--- src/rtl/dnn_param_if.sv ---
// -----------------------------------------------------------------------------
// dnn_param_if
// Bundles the host configuration bus, the load command/status handshake and
// the serial parameter stream between the host/accelerator side and
// dnn_param_streamer.
//   cfg_we/cfg_addr/cfg_wdata : host image write port
//   cfg_rdata                 : combinational image readback
//   go/busy/done/err          : load command and status
//   load_params/param_valid/param_data/param_addr : stream to accelerator
//   params_loaded             : accelerator acknowledge (level)
// slave  : the streamer itself
// master : host + accelerator side (testbench)
// -----------------------------------------------------------------------------
interface dnn_param_if;
    logic       cfg_we;
    logic [4:0] cfg_addr;
    logic [7:0] cfg_wdata;
    logic [7:0] cfg_rdata;
    logic       go;
    logic       busy;
    logic       done;
    logic       err;
    logic       load_params;
    logic       param_valid;
    logic [7:0] param_data;
    logic [3:0] param_addr;
    logic       params_loaded;

    modport slave (
        input  cfg_we, cfg_addr, cfg_wdata, go, params_loaded,
        output cfg_rdata, busy, done, err, load_params,
               param_valid, param_data, param_addr
    );

    modport master (
        output cfg_we, cfg_addr, cfg_wdata, go, params_loaded,
        input  cfg_rdata, busy, done, err, load_params,
               param_valid, param_data, param_addr
    );
endinterface

--- src/rtl/dnn_param_streamer.sv ---
// -----------------------------------------------------------------------------
// dnn_param_streamer
// Holds a NUM_BYTES parameter image written by the host and, on go, pulses
// load_params, streams the image byte by byte (optionally with GAP_CYCLES idle
// cycles between bytes) and waits up to TIMEOUT for params_loaded.
// Ports:
//   clk   : rising-edge clock
//   rst_n : asynchronous active-low reset (also clears the image)
//   bus   : dnn_param_if.slave, see the interface for signal list
// NUM_BYTES must not exceed 31 (5-bit cfg_addr, index compare in 6 bits).
// -----------------------------------------------------------------------------
module dnn_param_streamer #(
    parameter int NUM_BYTES  = 23,
    parameter int GAP_CYCLES = 0,
    parameter int TIMEOUT    = 64
) (
    input  logic           clk,
    input  logic           rst_n,
    dnn_param_if.slave     bus
);

    typedef enum logic [2:0] {
        S_IDLE,
        S_ARM,
        S_SEND,
        S_GAP,
        S_WAIT,
        S_FINISH
    } state_t;

    localparam int GW = (GAP_CYCLES > 2) ? $clog2(GAP_CYCLES) : 1;
    localparam int TW = $clog2(TIMEOUT + 1) + 1;
    localparam logic [GW-1:0] GAP_LOAD = GW'((GAP_CYCLES > 0) ? GAP_CYCLES - 1 : 0);
    localparam logic [TW-1:0] TO_LIM   = TW'(TIMEOUT);
    localparam logic [4:0]    LAST_IDX = 5'(NUM_BYTES - 1);

    state_t        r_state;
    logic [7:0]    r_image [NUM_BYTES];
    logic [4:0]    r_idx;
    logic [GW-1:0] r_gcnt;
    logic [TW-1:0] r_tcnt;
    logic          r_ack;
    logic          r_busy;
    logic          r_done;
    logic          r_err;
    logic          r_load;
    logic          r_pvalid;
    logic [7:0]    r_pdata;
    logic [3:0]    r_paddr;

    logic          w_addr_ok;
    logic          w_wr_en;
    logic [4:0]    w_idx_inc;

    assign w_addr_ok = ({1'b0, bus.cfg_addr} < 6'(NUM_BYTES));
    assign w_wr_en   = bus.cfg_we & ~r_busy & w_addr_ok;
    assign w_idx_inc = r_idx + 5'd1;

    assign bus.cfg_rdata   = w_addr_ok ? r_image[bus.cfg_addr] : 8'h00;
    assign bus.busy        = r_busy;
    assign bus.done        = r_done;
    assign bus.err         = r_err;
    assign bus.load_params = r_load;
    assign bus.param_valid = r_pvalid;
    assign bus.param_data  = r_pdata;
    assign bus.param_addr  = r_paddr;

    // Host writes are blocked while busy; a write on the go-accepting edge
    // still lands because busy is only registered at that same edge.
    always_ff @(posedge clk or negedge rst_n) begin
        if (!rst_n) begin
            for (int i = 0; i < NUM_BYTES; i++) begin
                r_image[i] <= 8'h00;
            end
        end else if (w_wr_en) begin
            r_image[bus.cfg_addr] <= bus.cfg_wdata;
        end
    end

    // Outputs are computed for the state being entered, so they are valid in
    // the same cycle as that state.
    always_ff @(posedge clk or negedge rst_n) begin
        if (!rst_n) begin
            r_state  <= S_IDLE;
            r_idx    <= 5'd0;
            r_gcnt   <= '0;
            r_tcnt   <= '0;
            r_ack    <= 1'b0;
            r_busy   <= 1'b0;
            r_done   <= 1'b0;
            r_err    <= 1'b0;
            r_load   <= 1'b0;
            r_pvalid <= 1'b0;
            r_pdata  <= 8'h00;
            r_paddr  <= 4'h0;
        end else begin
            r_done <= 1'b0;
            r_load <= 1'b0;
            // Acknowledge is captured only while waiting, so an early or
            // permanently high params_loaded cannot cut the stream short.
            r_ack  <= (r_state == S_WAIT) & bus.params_loaded;

            case (r_state)
                S_IDLE: begin
                    if (bus.go) begin
                        r_state <= S_ARM;
                        r_busy  <= 1'b1;
                        r_err   <= 1'b0;
                        r_load  <= 1'b1;
                        r_idx   <= 5'd0;
                    end
                end

                S_ARM: begin
                    r_state  <= S_SEND;
                    r_pvalid <= 1'b1;
                    r_pdata  <= r_image[r_idx];
                    r_paddr  <= r_idx[3:0];
                end

                S_SEND: begin
                    if (r_idx == LAST_IDX) begin
                        r_state  <= S_WAIT;
                        r_tcnt   <= '0;
                        r_pvalid <= 1'b0;
                        r_pdata  <= 8'h00;
                        r_paddr  <= 4'h0;
                    end else if (GAP_CYCLES == 0) begin
                        r_idx    <= w_idx_inc;
                        r_pvalid <= 1'b1;
                        r_pdata  <= r_image[w_idx_inc];
                        r_paddr  <= w_idx_inc[3:0];
                    end else begin
                        r_state  <= S_GAP;
                        r_gcnt   <= GAP_LOAD;
                        r_pvalid <= 1'b0;
                        r_pdata  <= 8'h00;
                        r_paddr  <= 4'h0;
                    end
                end

                S_GAP: begin
                    if (r_gcnt == '0) begin
                        r_state  <= S_SEND;
                        r_idx    <= w_idx_inc;
                        r_pvalid <= 1'b1;
                        r_pdata  <= r_image[w_idx_inc];
                        r_paddr  <= w_idx_inc[3:0];
                    end else begin
                        r_gcnt <= r_gcnt - 1'b1;
                    end
                end

                // The acknowledge goes through r_ack, so both the ack and the
                // timeout paths resolve one edge after the level is seen.
                S_WAIT: begin
                    if (r_ack) begin
                        r_state <= S_FINISH;
                        r_busy  <= 1'b0;
                        r_done  <= 1'b1;
                    end else if (r_tcnt == TO_LIM) begin
                        r_state <= S_FINISH;
                        r_busy  <= 1'b0;
                        r_done  <= 1'b1;
                        r_err   <= 1'b1;
                    end else begin
                        r_tcnt <= r_tcnt + 1'b1;
                    end
                end

                S_FINISH: begin
                    r_state <= S_IDLE;
                end

                default: begin
                    r_state <= S_IDLE;
                end
            endcase
        end
    end

endmodule

--- src/flat_wrapper.sv ---
// flat-port wrapper written by rule: the top's interface ports become plain ports
module dnn_param_streamer_flat 
#(
    parameter int NUM_BYTES  = 23,
    parameter int GAP_CYCLES = 0,
    parameter int TIMEOUT    = 64
)
  (clk, rst_n, bus_cfg_we, bus_cfg_addr, bus_cfg_wdata, bus_go, bus_params_loaded, bus_cfg_rdata, bus_busy, bus_done, bus_err, bus_load_params, bus_param_valid, bus_param_data, bus_param_addr);
  dnn_param_if bus_i ();
  input  logic clk;
  input  logic rst_n;
  input wire logic [$bits(bus_i.cfg_we)-1:0] bus_cfg_we;
  input wire logic [$bits(bus_i.cfg_addr)-1:0] bus_cfg_addr;
  input wire logic [$bits(bus_i.cfg_wdata)-1:0] bus_cfg_wdata;
  input wire logic [$bits(bus_i.go)-1:0] bus_go;
  input wire logic [$bits(bus_i.params_loaded)-1:0] bus_params_loaded;
  output wire logic [$bits(bus_i.cfg_rdata)-1:0] bus_cfg_rdata;
  output wire logic [$bits(bus_i.busy)-1:0] bus_busy;
  output wire logic [$bits(bus_i.done)-1:0] bus_done;
  output wire logic [$bits(bus_i.err)-1:0] bus_err;
  output wire logic [$bits(bus_i.load_params)-1:0] bus_load_params;
  output wire logic [$bits(bus_i.param_valid)-1:0] bus_param_valid;
  output wire logic [$bits(bus_i.param_data)-1:0] bus_param_data;
  output wire logic [$bits(bus_i.param_addr)-1:0] bus_param_addr;
  assign bus_i.cfg_we = bus_cfg_we;
  assign bus_i.cfg_addr = bus_cfg_addr;
  assign bus_i.cfg_wdata = bus_cfg_wdata;
  assign bus_i.go = bus_go;
  assign bus_i.params_loaded = bus_params_loaded;
  assign bus_cfg_rdata = bus_i.cfg_rdata;
  assign bus_busy = bus_i.busy;
  assign bus_done = bus_i.done;
  assign bus_err = bus_i.err;
  assign bus_load_params = bus_i.load_params;
  assign bus_param_valid = bus_i.param_valid;
  assign bus_param_data = bus_i.param_data;
  assign bus_param_addr = bus_i.param_addr;
  dnn_param_streamer #(.NUM_BYTES(NUM_BYTES), .GAP_CYCLES(GAP_CYCLES), .TIMEOUT(TIMEOUT)) u_core (.clk(clk), .rst_n(rst_n), .bus(bus_i));
endmodule
--- config.mk ---
export PLATFORM = sky130hd
export DESIGN_NAME = dnn_param_streamer_flat
export DESIGN_NICKNAME = d
export VERILOG_FILES = /design/src/rtl/dnn_param_if.sv /design/src/rtl/dnn_param_streamer.sv /design/src/flat_wrapper.sv
export SDC_FILE = /design/constraint.sdc
export NUM_CORES = 1
export LEC_CHECK = 0
export ABC_AREA = 0
export CORE_UTILIZATION = 49
export CTS_BUF_LIST = sky130_fd_sc_hd__clkbuf_16
export DETAILED_ROUTE_END_ITERATION = 8
export PLACE_DENSITY = 0.66
export RECOVER_POWER = 25
export SETUP_SLACK_MARGIN = 0.05
export SYNTH_ARGS = -nofsm -noshare
export SYNTH_HDL_FRONTEND = slang
export SYNTH_SLANG_ARGS = --single-unit
--- constraint.sdc ---
create_clock -name clk -period 4.8 [get_ports clk]
set_input_delay 0.48 -clock clk [delete_from_list [all_inputs] [get_ports clk]]
set_output_delay 0.48 -clock clk [all_outputs]
set_load 0.005 [all_outputs]
## After elaboration in Yosys (flattened, before gate mapping)

Cells that the tools add are included.

| cells by class | value |
|---|---|
| $add $sub $neg | 3 |
| bitwise operators | 7 |
| reductions and logical operators | 12 |
| shifts and indexed selects | 0 |
| div/mod/pow operators | 0 |
| order comparisons | 5 |
| mux-type cells | 50 |
| equal/unequal tests | 14 |
| $mul | 0 |

Operators by type and width:

| kind | count |
|---|---|
| 184-bit bitwise mux | 1 |
| 8-bit binary-select mux with 5-bit select | 3 |
| 8-bit 2-to-1 mux | 13 |
| 8-bit demux with 5-bit select | 1 |
| 8-bit one-hot mux with 3 select lines | 1 |
| 6-bit greater-or-equal comparator, second input constant | 3 |
| 5-bit inverter with 6-bit output | 3 |
| 8-bit one-hot mux with 2 select lines | 1 |
| 4-bit AND reduction | 4 |
| 3-bit 2-to-1 mux | 5 |
| 5-bit 2-to-1 mux | 3 |
| 3-bit one-hot mux with 5 select lines | 1 |
| 5-bit one-hot mux with 3 select lines | 1 |
| 1-bit 2-to-1 mux | 14 |
| 2-bit inequality test, second input constant | 6 |
| 4-bit one-hot mux with 3 select lines | 1 |
| 8-bit by 1-bit adder with 8-bit output, second input constant | 1 |
| 8-bit by 7-bit equality test with 1-bit output, second input constant | 1 |
| 4-bit 2-to-1 mux | 2 |
| 3-bit by 2-bit equality test with 1-bit output, second input constant | 2 |
| 6-bit by 1-bit less-than comparator with 1-bit output, second input constant | 1 |
| 3-bit nonzero test | 2 |
| 5-bit by 1-bit adder with 5-bit output, second input constant | 1 |
| 5-bit equality test, second input constant | 1 |
| other kinds (15) | 19 |

| word-level totals | value |
|---|---|
| logic and storage cells | 126 |
| memories kept | 0 |
| latch bits | 0 |
| register bits after elaboration | 219 |
| RAM bits | 0 |
| input bits | 18 |
| ROM bits | 0 |
| output and inout port bits | 25 |

## Logic depth before layout (Yosys ltp)

| depth | value |
|---|---|
| word-level depth | 7 |
| depth in mapped cells | 12 |
| gate-level depth less buffers | 7 |

## Worst setup path after synthesis

OpenSTA, ideal clock, no wires.

| timing | value |
|---|---|
| path type | reg2reg |
| start point | register u_core.r_idx[0] |
| end point | register u_core.r_pdata[5], in the netlist u_core.bus.param_data[5] |
| setup time | 0.128 ns |
| stages on the path, launching flop included | 13 |
| clock period less this slack | 2.776 ns |
| setup slack | 2.024 ns |
| required time | 4.672 ns |
| arrival | 2.647 ns |
| path buffers | 6 |
| cells stage by stage | dfrtp_1 -> buf_6 -> buf_6 -> clkinv_1 -> buf_2 -> ha_1 -> buf_2 -> buf_4 -> buf_1 -> mux4_2 -> mux2i_1 -> o32a_1 -> nand3_1 |

| between the ends | value |
|---|---|
| longest elaborated chain between the ends | 7 |
| elaborated cells on any way between the ends | 13 |
| classes of those cells | add/sub: 1; eq/ne: 1; mux: 9; bitwise: 2 |

RTL lines:

| element | RTL line | text |
|---|---|---|
| start, declared | dnn_param_streamer.sv:39 | `logic [4:0] r_idx;` |
| start signal, assigned | dnn_param_streamer.sv:129 | `r_idx <= w_idx_inc;` |
| start signal, assigned | dnn_param_streamer.sv:145 | `r_idx <= w_idx_inc;` |
| 5-bit by 1-bit adder with 5-bit output | dnn_param_streamer.sv:57 | `assign w_idx_inc = r_idx + 5'd1;` |
| 5-bit inverter with 6-bit output (implied by the code) | dnn_param_streamer.sv:131, dnn_param_streamer.sv:147 |  |
| 8-bit binary-select mux with 5-bit select | dnn_param_streamer.sv:131, dnn_param_streamer.sv:147 |  |
| 8-bit 2-to-1 mux (implied by the code) (2 in series) | dnn_param_streamer.sv:131, dnn_param_streamer.sv:147 |  |
| 8-bit 2-to-1 mux (on tied branches) | dnn_param_streamer.sv:143, dnn_param_streamer.sv:122 |  |
| 8-bit one-hot mux with 3 select lines (*) | dnn_param_streamer.sv:103 | `case (r_state)` |
| end signal, assigned | dnn_param_streamer.sv:117 | `r_pdata <= r_image[r_idx];` |
| end signal, assigned | dnn_param_streamer.sv:131 | `r_pdata <= r_image[w_idx_inc];` |
| end signal, assigned | dnn_param_streamer.sv:147 | `r_pdata <= r_image[w_idx_inc];` |
| end, declared | dnn_param_streamer.sv:48 | `logic [7:0] r_pdata;` |

Mark *: on every way between the ends. The rest lies on a longest branch, timed or not. The select of a mux whose other input is x is not followed.
A chain may end at the register's enable or synchronous reset.

## Final worst setup path

| timing | value |
|---|---|
| start point | input port bus_cfg_addr[2] |
| end point | output port bus_cfg_rdata[0] |

| between the ends | value |
|---|---|
| longest elaborated chain between the ends | 5 |
| elaborated cells on any way between the ends | 6 |
| classes of those cells | order compare: 1; mux: 4; bitwise: 1 |

RTL lines:

| element | RTL line | text |
|---|---|---|
| start, declared | flat_wrapper.sv:13 | `input wire logic [$bits(bus_i.cfg_addr)-1:0] bus_cfg_addr;` |
| 5-bit inverter with 6-bit output (implied by the code) | dnn_param_streamer.sv:59 | `assign bus.cfg_rdata = w_addr_ok ? r_image[bus.cfg_addr] : 8'h00;` |
| 8-bit binary-select mux with 5-bit select | dnn_param_streamer.sv:59 |  |
| 8-bit 2-to-1 mux (implied by the code) (2 in series) | dnn_param_streamer.sv:59 |  |
| 8-bit 2-to-1 mux (*) | dnn_param_streamer.sv:59 |  |
| end, declared | flat_wrapper.sv:17 | `output wire logic [$bits(bus_i.cfg_rdata)-1:0] bus_cfg_rdata;` |

Marked as above.

==> results.sh <==
export IMPL_violations="max-capacitance violations, max-slew violations"
export IMPL_cap_violations=1
export IMPL_hold_violations=0
export IMPL_setup_viol=0
export IMPL_antenna_found_initial=0
export IMPL_leakage_nw=6.56
export IMPL_fin_crit_sh_pct=78.6
export IMPL_hold_class="flop to flop"
export IMPL_grt_pass1_wl_mm=59.1
export IMPL_crit_arrival_ns=3.29
export IMPL_end_kind="primary output"
export IMPL_p_per_area_nw_per_um2=451
export IMPL_async_flop_share_pct=100
export IMPL_start_util_pct=49.8
export IMPL_drc_errors=0
export IMPL_rsz0062_at_grt="false"
export IMPL_synth_seq_cells=218
export IMPL_drt_total_wl_mm=38.8
export IMPL_die_area_um2=27900
export IMPL_status="finished, violations left"
export IMPL_io_pins=43
export IMPL_vdd_drop_max_v=0.000358
export IMPL_netlist_area_um2=13300
export IMPL_cts_resized=0
export IMPL_htree_num_levels=1
export IMPL_fin_nets=1007
export IMPL_clk_latency_ns=0.55
export IMPL_dpl_worst_slack_ns=1.17
export IMPL_synth_cell_types=69
export IMPL_cpPeakStageDelay_ns=0.76
export IMPL_rows=60
export IMPL_cts_buffers_inserted=26
export IMPL_vias=9309
export IMPL_cp_required_ns=4.32
export IMPL_drive_gt1_share_pct=37.6
export IMPL_synth_area_leader_cell="dfrtp_1"
export IMPL_grt_overflow=0
export IMPL_cts_buffer_depth=3
export IMPL_setup_tns_ns=0
export IMPL_core_um2=26800
export IMPL_setup_ws_ns=1.03
export IMPL_synth_seq_area_share_pct=40.9
export IMPL_synth_edff_count=0
export IMPL_antennaDiodeCount=0
export IMPL_dp_hpwl_mm=24.2
export IMPL_post_drt_wl_per_cell_um=28.9
export IMPL_dieHeight_um=167
export IMPL_drt_first_pass_iters=5
export IMPL_avgViaCountPerCell=6.92
export IMPL_finClkSkew_ns=0.00972
export IMPL_cts_root_buffer="clkbuf_16"
export IMPL_grt_usage_pct=28.4
export IMPL_drt_first_iter_violations=991
export IMPL_synth_warnings=0
export IMPL_yosys_top_cells_count="dfrtp_1, mux2_2, mux4_2, nand2_1, nor2_1"
export IMPL_syn_instance_count=976
export IMPL_synth_nets=998
export IMPL_tritoncts="done"
export IMPL_tightestPinTransition_ns=2.33
export IMPL_synth_most_common_cell="dfrtp_1"
export IMPL_hold_slack_ns=0.504
export IMPL_portBuffers=42
export IMPL_synth_ff_type="dfrtp_1"
export IMPL_clk_pin_slew_ns=0.06
export IMPL_post_route_min_period_ns=3.77
export IMPL_fmax_mhz=265
export IMPL_finalPower_w=0.00664
export IMPL_critPathKind="input pin to primary output"
export IMPL_cts_sinks=218
export IMPL_maxSlewHeadroom_pct=-55.3
export IMPL_synth_top_cells_by_area="dfrtp_1, mux4_2, mux2_2"
export IMPL_grt_max_degree=129
export IMPL_start_kind="input pin"
export IMPL_crit_chain="clkdlybuf4s50_1 -> inv_1 -> nor2_1 -> a22oi_1 -> o211ai_1 -> clkdlybuf4s50_1"
export IMPL_place_gp_congestion=0.901
export IMPL_yosysTopAreaCellShare_pct=40.9
export IMPL_grt_pass1_vias=9298
export IMPL_crit_top_cell="clkdlybuf4s50_1"
export IMPL_die_w_um=167
export IMPL_cpMaxStageDelayCell="clkdlybuf4s50_1"
export IMPL_syn_area_per_cell_um2=13.7
export IMPL_critPathMaxFanout=12
export IMPL_fin_util_pct=54.9
export IMPL_drtAntennaViolNets=0
export IMPL_slew_violations=91
export IMPL_fillCellCount=2203
export IMPL_area_growth_pct=10.3
flip-flops by register name, summed over array words and instances, names as in the netlist, 3 cells and up:
name and count:
u_core.bus.param_data 8, u_core.r_idx 5, u_core.r_state 3, u_core.r_tcnt 8, u_core.r_image 184, u_core.bus.param_addr 4
area by class of cell:
type	count	area, µm²	share of cell area (%)
clock buffer	26	651	4.42
timing repair buffer	60	571	3.88
inverter	10	37.5	0.255
multi-input combinational	669	7380	50.2
clock inverter	21	189	1.28
tap	341	427	2.90
sequential	218	5460	37.1
critical path, delay by kind of cell:
kind | cells | cell delay, ns
simple gates | 1 | 0.62
compound gates | 2 | 0.45
buf+inv | 3 | 1.74
per-layer routing:
layer  GRT usage [%]  routed length, µm  up-vias
met5           0.522                  0        -
met4            13.2               2020        0
met3            6.94               3810      129
met2            43.2              17500      496
met1            38.6              15500     4831
li1                -                  -     3853
kinds of logic (layout without fill, tap and decap cells):
kind of cell / after synthesis / in the layout / synth area share [%]
AO/OA/AOI/OAI: 130 / 130 / 7.29
flip-flops: 218 / 218 / 40.9
AND/OR/NAND/NOR: 169 / 169 / 6.32
XOR/XNOR: 8 / 8 / 0.666
multiplexers: 358 / 358 / 40.7
buffers and inverters: 89 / 117 / 3.81
adder cells (fa/ha/maj): 4 / 4 / 0.375
report_power, final:
part	internal (W)	total, W	switching (W)
Combinational	0.00104	0.00235	0.00131
Sequential	0.00202	0.00232	0.000303
Clock	0.00115	0.00197	0.000818
Total	0.00420	0.00664	0.00243
worst paths after layout:
check | start | to | slack (ns) | cells past startpoint
setup / recovery | bus_cfg_addr[2] | bus_cfg_rdata[0] | 1.03 | 6
hold / removal | u_core.bus.busy | u_core.bus.busy | 0.50 | 2
setup reg to reg | u_core.r_idx[0] | u_core.bus.param_data[2] | 1.16 | 7
hold reg to reg | u_core.bus.busy | u_core.bus.busy | 0.50 | 2
max in group asynchronous | rst_n | u_core.r_idx[0] | 1.99 | 2
min in group asynchronous | rst_n | u_core.r_tcnt[6] | 1.16 | 2
what timing repair did:
| action | 4_1_cts | 5_1_grt |
|---|---|---|
| hold buffers | 1 | 0 |
| hold endpoints to repair | 87 | 0 |
| buffers inserted | 0 | 0 |
through the flow:
stage	cell area, µm²	cells
CTS	14700	1345
floorplan	13300	976
global route	14700	1345
detailed placement	13900	1297
global placement	13900	1297
finish	14700	1345
cells in the final DEF, fill, tap and decap left out, drive strengths merged, types with 23 or more instances in the layout:
| cell | n |
|---|---|
| dfrtp | 218 |
| mux2 | 198 |
| mux4 | 121 |
| nand2 | 64 |
| nor2 | 43 |
| mux2i | 39 |
| clkdlybuf4s50 | 37 |
| clkbuf | 27 |
| a22oi | 23 |
| o21ai | 23 |
Power figures use the tool's default switching activity.
